`src/rtl/harris_pkg.sv`:
```
// rtl/harris_pkg.sv - shared pixel/window types and FSM states for the Harris window source
package harris_pkg;

    localparam int PIX_W = 8;
    localparam int WIN   = 6;

    typedef logic [PIX_W-1:0] pix_t;
    typedef pix_t [0:WIN-1][0:WIN-1] window_t;

    typedef enum logic [1:0] {
        FILL,
        RUN,
        DONE
    } state_t;

endpackage

```
`src/rtl/harris_line_buf.sv`:
```
// rtl/harris_line_buf.sv - one image row of pixel storage, read-before-write at a shared address
module harris_line_buf #(
    parameter int IMG_W = 64,
    parameter int PIX_W = 8
) (
    input  logic                     clk,
    input  logic                     we_i,
    input  logic [$clog2(IMG_W)-1:0] addr_i,
    input  logic [PIX_W-1:0]         wr_data_i,
    output logic [PIX_W-1:0]         rd_data_o
);

    logic [PIX_W-1:0] mem_q [IMG_W];

    // Contents need no reset: the window source gates validity with its counters.
    always_ff @(posedge clk) begin
        if (we_i) begin
            mem_q[addr_i] <= wr_data_i;
        end
    end

    assign rd_data_o = mem_q[addr_i];

endmodule

```
`src/rtl/harris_window_src.sv`:
```
// rtl/harris_window_src.sv - raster pixel stream to registered WIN x WIN windows tagged with pixel count
module harris_window_src
    import harris_pkg::*;
#(
    parameter int IMG_W = 64,
    parameter int IMG_H = 64
) (
    input  logic             clk,
    input  logic             reset,
    input  logic [PIX_W-1:0] pix_in,
    input  logic             pix_valid,
    output logic             pix_ready,
    output window_t          window,
    output logic             win_valid,
    input  logic             win_ready,
    output logic [63:0]      count,
    output logic             frame_done
);

    localparam int COL_W = $clog2(IMG_W);
    localparam int ROW_W = $clog2(IMG_H);
    localparam logic [COL_W-1:0] COL_LAST      = COL_W'(IMG_W - 1);
    localparam logic [COL_W-1:0] COL_FIRST_WIN = COL_W'(WIN - 1);
    localparam logic [ROW_W-1:0] ROW_LAST      = ROW_W'(IMG_H - 1);
    localparam logic [ROW_W-1:0] ROW_FIRST_WIN = ROW_W'(WIN - 1);

    state_t           state_q, state_d;
    logic [ROW_W-1:0] row_q, row_d;
    logic [COL_W-1:0] col_q, col_d;
    window_t          window_q, window_d;
    logic             win_valid_q, win_valid_d;
    logic [63:0]      count_q, count_d;
    logic             frame_done_q, frame_done_d;

    logic accept;
    logic load;
    pix_t lb_rd [WIN-1];

    assign pix_ready = (state_q != DONE) && (!win_valid_q || win_ready);
    assign accept    = pix_valid && pix_ready;
    assign load      = accept && (row_q >= ROW_FIRST_WIN) && (col_q >= COL_FIRST_WIN);

    // Buffer 0 holds the oldest row; each accept pushes every row one buffer older.
    for (genvar k = 0; k < WIN - 1; k++) begin : g_line
        pix_t wr_data;
        if (k == WIN - 2) begin : g_newest
            assign wr_data = pix_in;
        end else begin : g_older
            assign wr_data = lb_rd[k+1];
        end
        harris_line_buf #(
            .IMG_W (IMG_W),
            .PIX_W (PIX_W)
        ) u_line_buf (
            .clk       (clk),
            .we_i      (accept),
            .addr_i    (col_q),
            .wr_data_i (wr_data),
            .rd_data_o (lb_rd[k])
        );
    end

    always_comb begin
        state_d      = state_q;
        row_d        = row_q;
        col_d        = col_q;
        window_d     = window_q;
        win_valid_d  = win_valid_q;
        count_d      = count_q;
        frame_done_d = 1'b0;

        if (win_valid_q && win_ready) begin
            win_valid_d = 1'b0;
        end

        if (accept) begin
            for (int r = 0; r < WIN; r++) begin
                for (int c = 0; c < WIN - 1; c++) begin
                    window_d[r][c] = window_q[r][c+1];
                end
            end
            for (int r = 0; r < WIN - 1; r++) begin
                window_d[r][WIN-1] = lb_rd[r];
            end
            window_d[WIN-1][WIN-1] = pix_in;

            if (col_q == COL_LAST) begin
                col_d = '0;
                row_d = row_q + 1'b1;
            end else begin
                col_d = col_q + 1'b1;
            end

            if (load) begin
                win_valid_d = 1'b1;
                count_d     = 64'(row_q) * 64'(IMG_W) + 64'(col_q);
            end
        end

        case (state_q)
            FILL: begin
                if (accept && row_d == ROW_FIRST_WIN) begin
                    state_d = RUN;
                end
            end
            RUN: begin
                if (accept && row_q == ROW_LAST && col_q == COL_LAST) begin
                    state_d = DONE;
                    row_d   = '0;
                    col_d   = '0;
                end
            end
            DONE: begin
                if (!win_valid_q || win_ready) begin
                    frame_done_d = 1'b1;
                    state_d      = FILL;
                    row_d        = '0;
                    col_d        = '0;
                end
            end
            default: state_d = FILL;
        endcase
    end

    always_ff @(posedge clk) begin
        if (reset) begin
            state_q      <= FILL;
            row_q        <= '0;
            col_q        <= '0;
            window_q     <= '0;
            win_valid_q  <= 1'b0;
            count_q      <= '0;
            frame_done_q <= 1'b0;
        end else begin
            state_q      <= state_d;
            row_q        <= row_d;
            col_q        <= col_d;
            window_q     <= window_d;
            win_valid_q  <= win_valid_d;
            count_q      <= count_d;
            frame_done_q <= frame_done_d;
        end
    end

    assign window     = window_q;
    assign win_valid  = win_valid_q;
    assign count      = count_q;
    assign frame_done = frame_done_q;

endmodule

```
`config.mk`:
```
export PLATFORM = sky130hd
export DESIGN_NAME = harris_window_src
export DESIGN_NICKNAME = d
export VERILOG_FILES = /design/src/rtl/harris_pkg.sv /design/src/rtl/harris_line_buf.sv /design/src/rtl/harris_window_src.sv
export SDC_FILE = /design/constraint.sdc
export NUM_CORES = 2
export LEC_CHECK = 0
export ABC_AREA = 1
export BUFFER_PORTS_ARGS = -buffer_cell sky130_fd_sc_hd__buf_4
export CAP_MARGIN = 20
export CORE_UTILIZATION = 40
export CTS_CLUSTER_DIAMETER = 50
export DETAILED_ROUTE_END_ITERATION = 8
export SKIP_LAST_GASP = 1
export SLEW_MARGIN = 20
export SYNTH_ARGS = -nofsm -noshare
export SYNTH_HDL_FRONTEND = slang
export SYNTH_SLANG_ARGS = --single-unit
```
`constraint.sdc`:
```
create_clock -name clk -period 12.5 [get_ports clk]
set_input_delay 3.125 -clock clk [delete_from_list [all_inputs] [get_ports clk]]
set_output_delay 3.125 -clock clk [all_outputs]
set_load 0.01 [all_outputs]
```
==> run metrics <==
run status=complete, but fails checks; failing checks=DRC; arrival time at the worst endpoint=3.71 ns; largest net degree at the start of global routing=204; P_int=0.0172 W; power share of the clock group=39.8%; CTS Buf Count=325; vias in the first global route=71.5k; DR vias=75.5k; die area=284,000 um2; Post-CTS Setup Bufs=0; crit path to=pix_ready; total gr overflow=0; Starting Density=40.3%; Slew headroom=16.5%; combinational power share=12.6%; FFs w/ async S/R, synth=0%; WP depth=6; DRT antenna net count=0; clock slew at reported path FFs=0.06 ns; core area=280,000 um2; routed vias/inst=5.39; R2R Path End=g_line[3].u_line_buf.mem_q[32][3]$_DFFE_PP_; H-tree depth=5; Setup Skew=0.0549 ns; Crit Path Class=input port to primary output; wire length per cell=24.6 um; Max-cap violations=0; crit path launch=win_ready; area grow syn2layout=15.1%; Final Max Slew Viols=0; CP Max Fanout=5; Syn Inst Count=9,734; clk root buf=clkbuf_16; FF-to-FF path depth=8; CP top delay family=buffers and inverters; WHS=0.460 ns; Fmax achieved=146 MHz; die height=533 um; Yosys cell types=37; CP peak stage delay=0.14 ns; DRT iter0 DRCs=8,395; Die Width=533 um; switching power=0.00635 W; initial antenna violation count=15; Seq/Total Area, Yosys=73.9%; Max Buffers Root-to-Sink=4; ys flop type=edfxtp_1; R2R Path Start=col_q[0]$_SDFF_PP0_; Placer Congestion=0.904; setup TNS=0 ns; period utilization=54.7%; reg-to-reg slack, setup=6.37 ns; PwrDens=182 nW/um2; Final Setup Violations=0; Critical Path End Type=primary output; I/O pin count=367; FP Rows=194; CTS Hold Buffers Added=0; nets=10.0k; overall routing resource usage=23.7%; Lkg Pwr=46.3 nW; cells along the critical path=buf_4, inv_1, nand2_1, nand2_1, inv_1, buf_4; DRC Markers=182; 1st-pass router iterations=9; worst hold path type=register to register; IO Port Bufs=314; first-pass GRT wire length=495,000 um; Sink Count=2,876; Mapped Area=113,000 um2; Post-Route WL=344,000 um; final hold violations=0; synthesis warning total=0; # resized after CTS=0; share of cells above drive strength 1=10.8%; worst skew pair latency=0.92 ns; Avg Synthesized Cell Area=11.6 um2; RSZ-0062 raised after global routing=false; placed wire-length estimate=192,000 um; CTS tree=done; Core Util, Final=46.3%; Slew @ Worst Pin=1.25 ns; EDFF count, synth=2,560; CP max-delay cell=nand2_1; Startpoint Class=input port; Seq pwr share=47.6%; worst vdd ir=124 uV; Buf/Inv on CP=4; Worst EP required=9.38 ns; Final Critical Period=6.84 ns; FF+latch count, synth=2,876; Sw Share=26.9%
routing by layer:
metal,share of wire [%],track usage (%)
met4,2.7,6.57
met2,46,37.4
met1,41,32.4
met3,10,5.80
met5,0.0081,0
worst min path at each step:
stage / start / end / cells after the start
floorplan: state_q[1]$_SDFFE_PP0P_ / state_q[1]$_SDFFE_PP0P_ / 2
global placement: window[232]$_SDFFE_PP0P_ / window[232]$_SDFFE_PP0P_ / 2
detailed placement: window[187]$_SDFFE_PP0P_ / window[187]$_SDFFE_PP0P_ / 2
CTS: window[56]$_SDFFE_PP0P_ / window[64]$_SDFFE_PP0P_ / 2
global route: window[47]$_SDFFE_PP0P_ / window[47]$_SDFFE_PP0P_ / 2
finish: window[56]$_SDFFE_PP0P_ / window[64]$_SDFFE_PP0P_ / 2
stage by stage:
step                      cell area [um2]  instances  setup slack [ns]  power [W]
after floorplan                    113000       9785              5.32     0.0130
final                              130000      13998              5.66     0.0236
after CTS                          130000      13992              5.66     0.0237
after global placement             119000      13410              5.48     0.0143
after global routing               130000      13994              5.62     0.0243
after detailed placement           119000      13410              5.47     0.0144
synthesized netlist by cell type, types with 44 or more instances:
cell | n | share of area, %
nand4_1 | 119 | 0.66
buf_2 | 285 | 1.3
dfxtp_1 | 316 | 5.6
o21a_1 | 44 | 0.29
o21ai_0 | 242 | 1.1
or2_1 | 105 | 0.58
nand2_1 | 4084 | 14
clkbuf_1 | 190 | 0.63
edfxtp_1 | 2560 | 68
nand3_1 | 107 | 0.48
buf_4 | 71 | 0.47
nor2_1 | 271 | 0.90
inv_1 | 116 | 0.39
a21oi_1 | 1006 | 4.5
cell type report:
class / instances / area, um2
clock inverter: 168 / 1730
fill: 25143 / 150000
antenna: 5 / 12.5
timing repair buffer: 486 / 3750
tap: 3724 / 4660
sequential: 2876 / 83200
multi-input combinational: 6194 / 26900
inverter: 131 / 573
clock buffer: 414 / 8750
flip-flops by register name, summed over array words and instances (netlist names):
| register | cells |
|---|---|
| col_q | 6 |
| count | 12 |
| frame_done | 1 |
| g_line.u_line_buf.mem_q | 2560 |
| row_q | 6 |
| state_q | 2 |
| win_valid | 1 |
| window | 288 |
layout by cell type (no fill, tap or decap), types with 116 or more instances in the layout:
cell type  synthesis  routed
buf_4             71     476
a21oi_1         1006    1006
edfxtp_1        2560    2560
dfxtp_1          316     313
nand2_1         4084    4052
o21ai_0          242     242
clkbuf_16          0     334
nor2_1           271     199
inv_1            116     116
nand4_1          119     119
worst min-delay path, delay by kind of cell, from the launching register on:
| family | cells | cell delay [ns] |
|---|---|---|
| DFF | 1 | 0.32 |
| and+or+nand+nor | 1 | 0.06 |
| AOI/OAI and AO/OA | 1 | 0.05 |
cell families (layout without fill, tap and decap cells):
| group | after synthesis | count (layout) | synth area share [%] |
|---|---|---|---|
| AND/OR/NAND/NOR | 4769 | 4769 | 16.7 |
| flip-flops | 2876 | 2876 | 73.9 |
| AO/OA/AOI/OAI | 1363 | 1363 | 6.26 |
| buffers and inverters | 715 | 1199 | 3.02 |
| adder cells (fa/ha/maj) | 9 | 9 | 0.100 |
| other | 1 | 57 | 0.00333 |
| XOR/XNOR | 1 | 1 | 0.00778 |
power by group through the flow:
stage                     combinational (W)  sequential, W  clock, W
after global placement              0.00287         0.0114         0
after floorplan                     0.00155         0.0114         0
after CTS                           0.00292         0.0112   0.00951
after detailed placement            0.00291         0.0114         0
final                               0.00297         0.0112   0.00938
after global routing                0.00318         0.0112   0.00986
No activity file was read; power rests on OpenSTA's default activity.
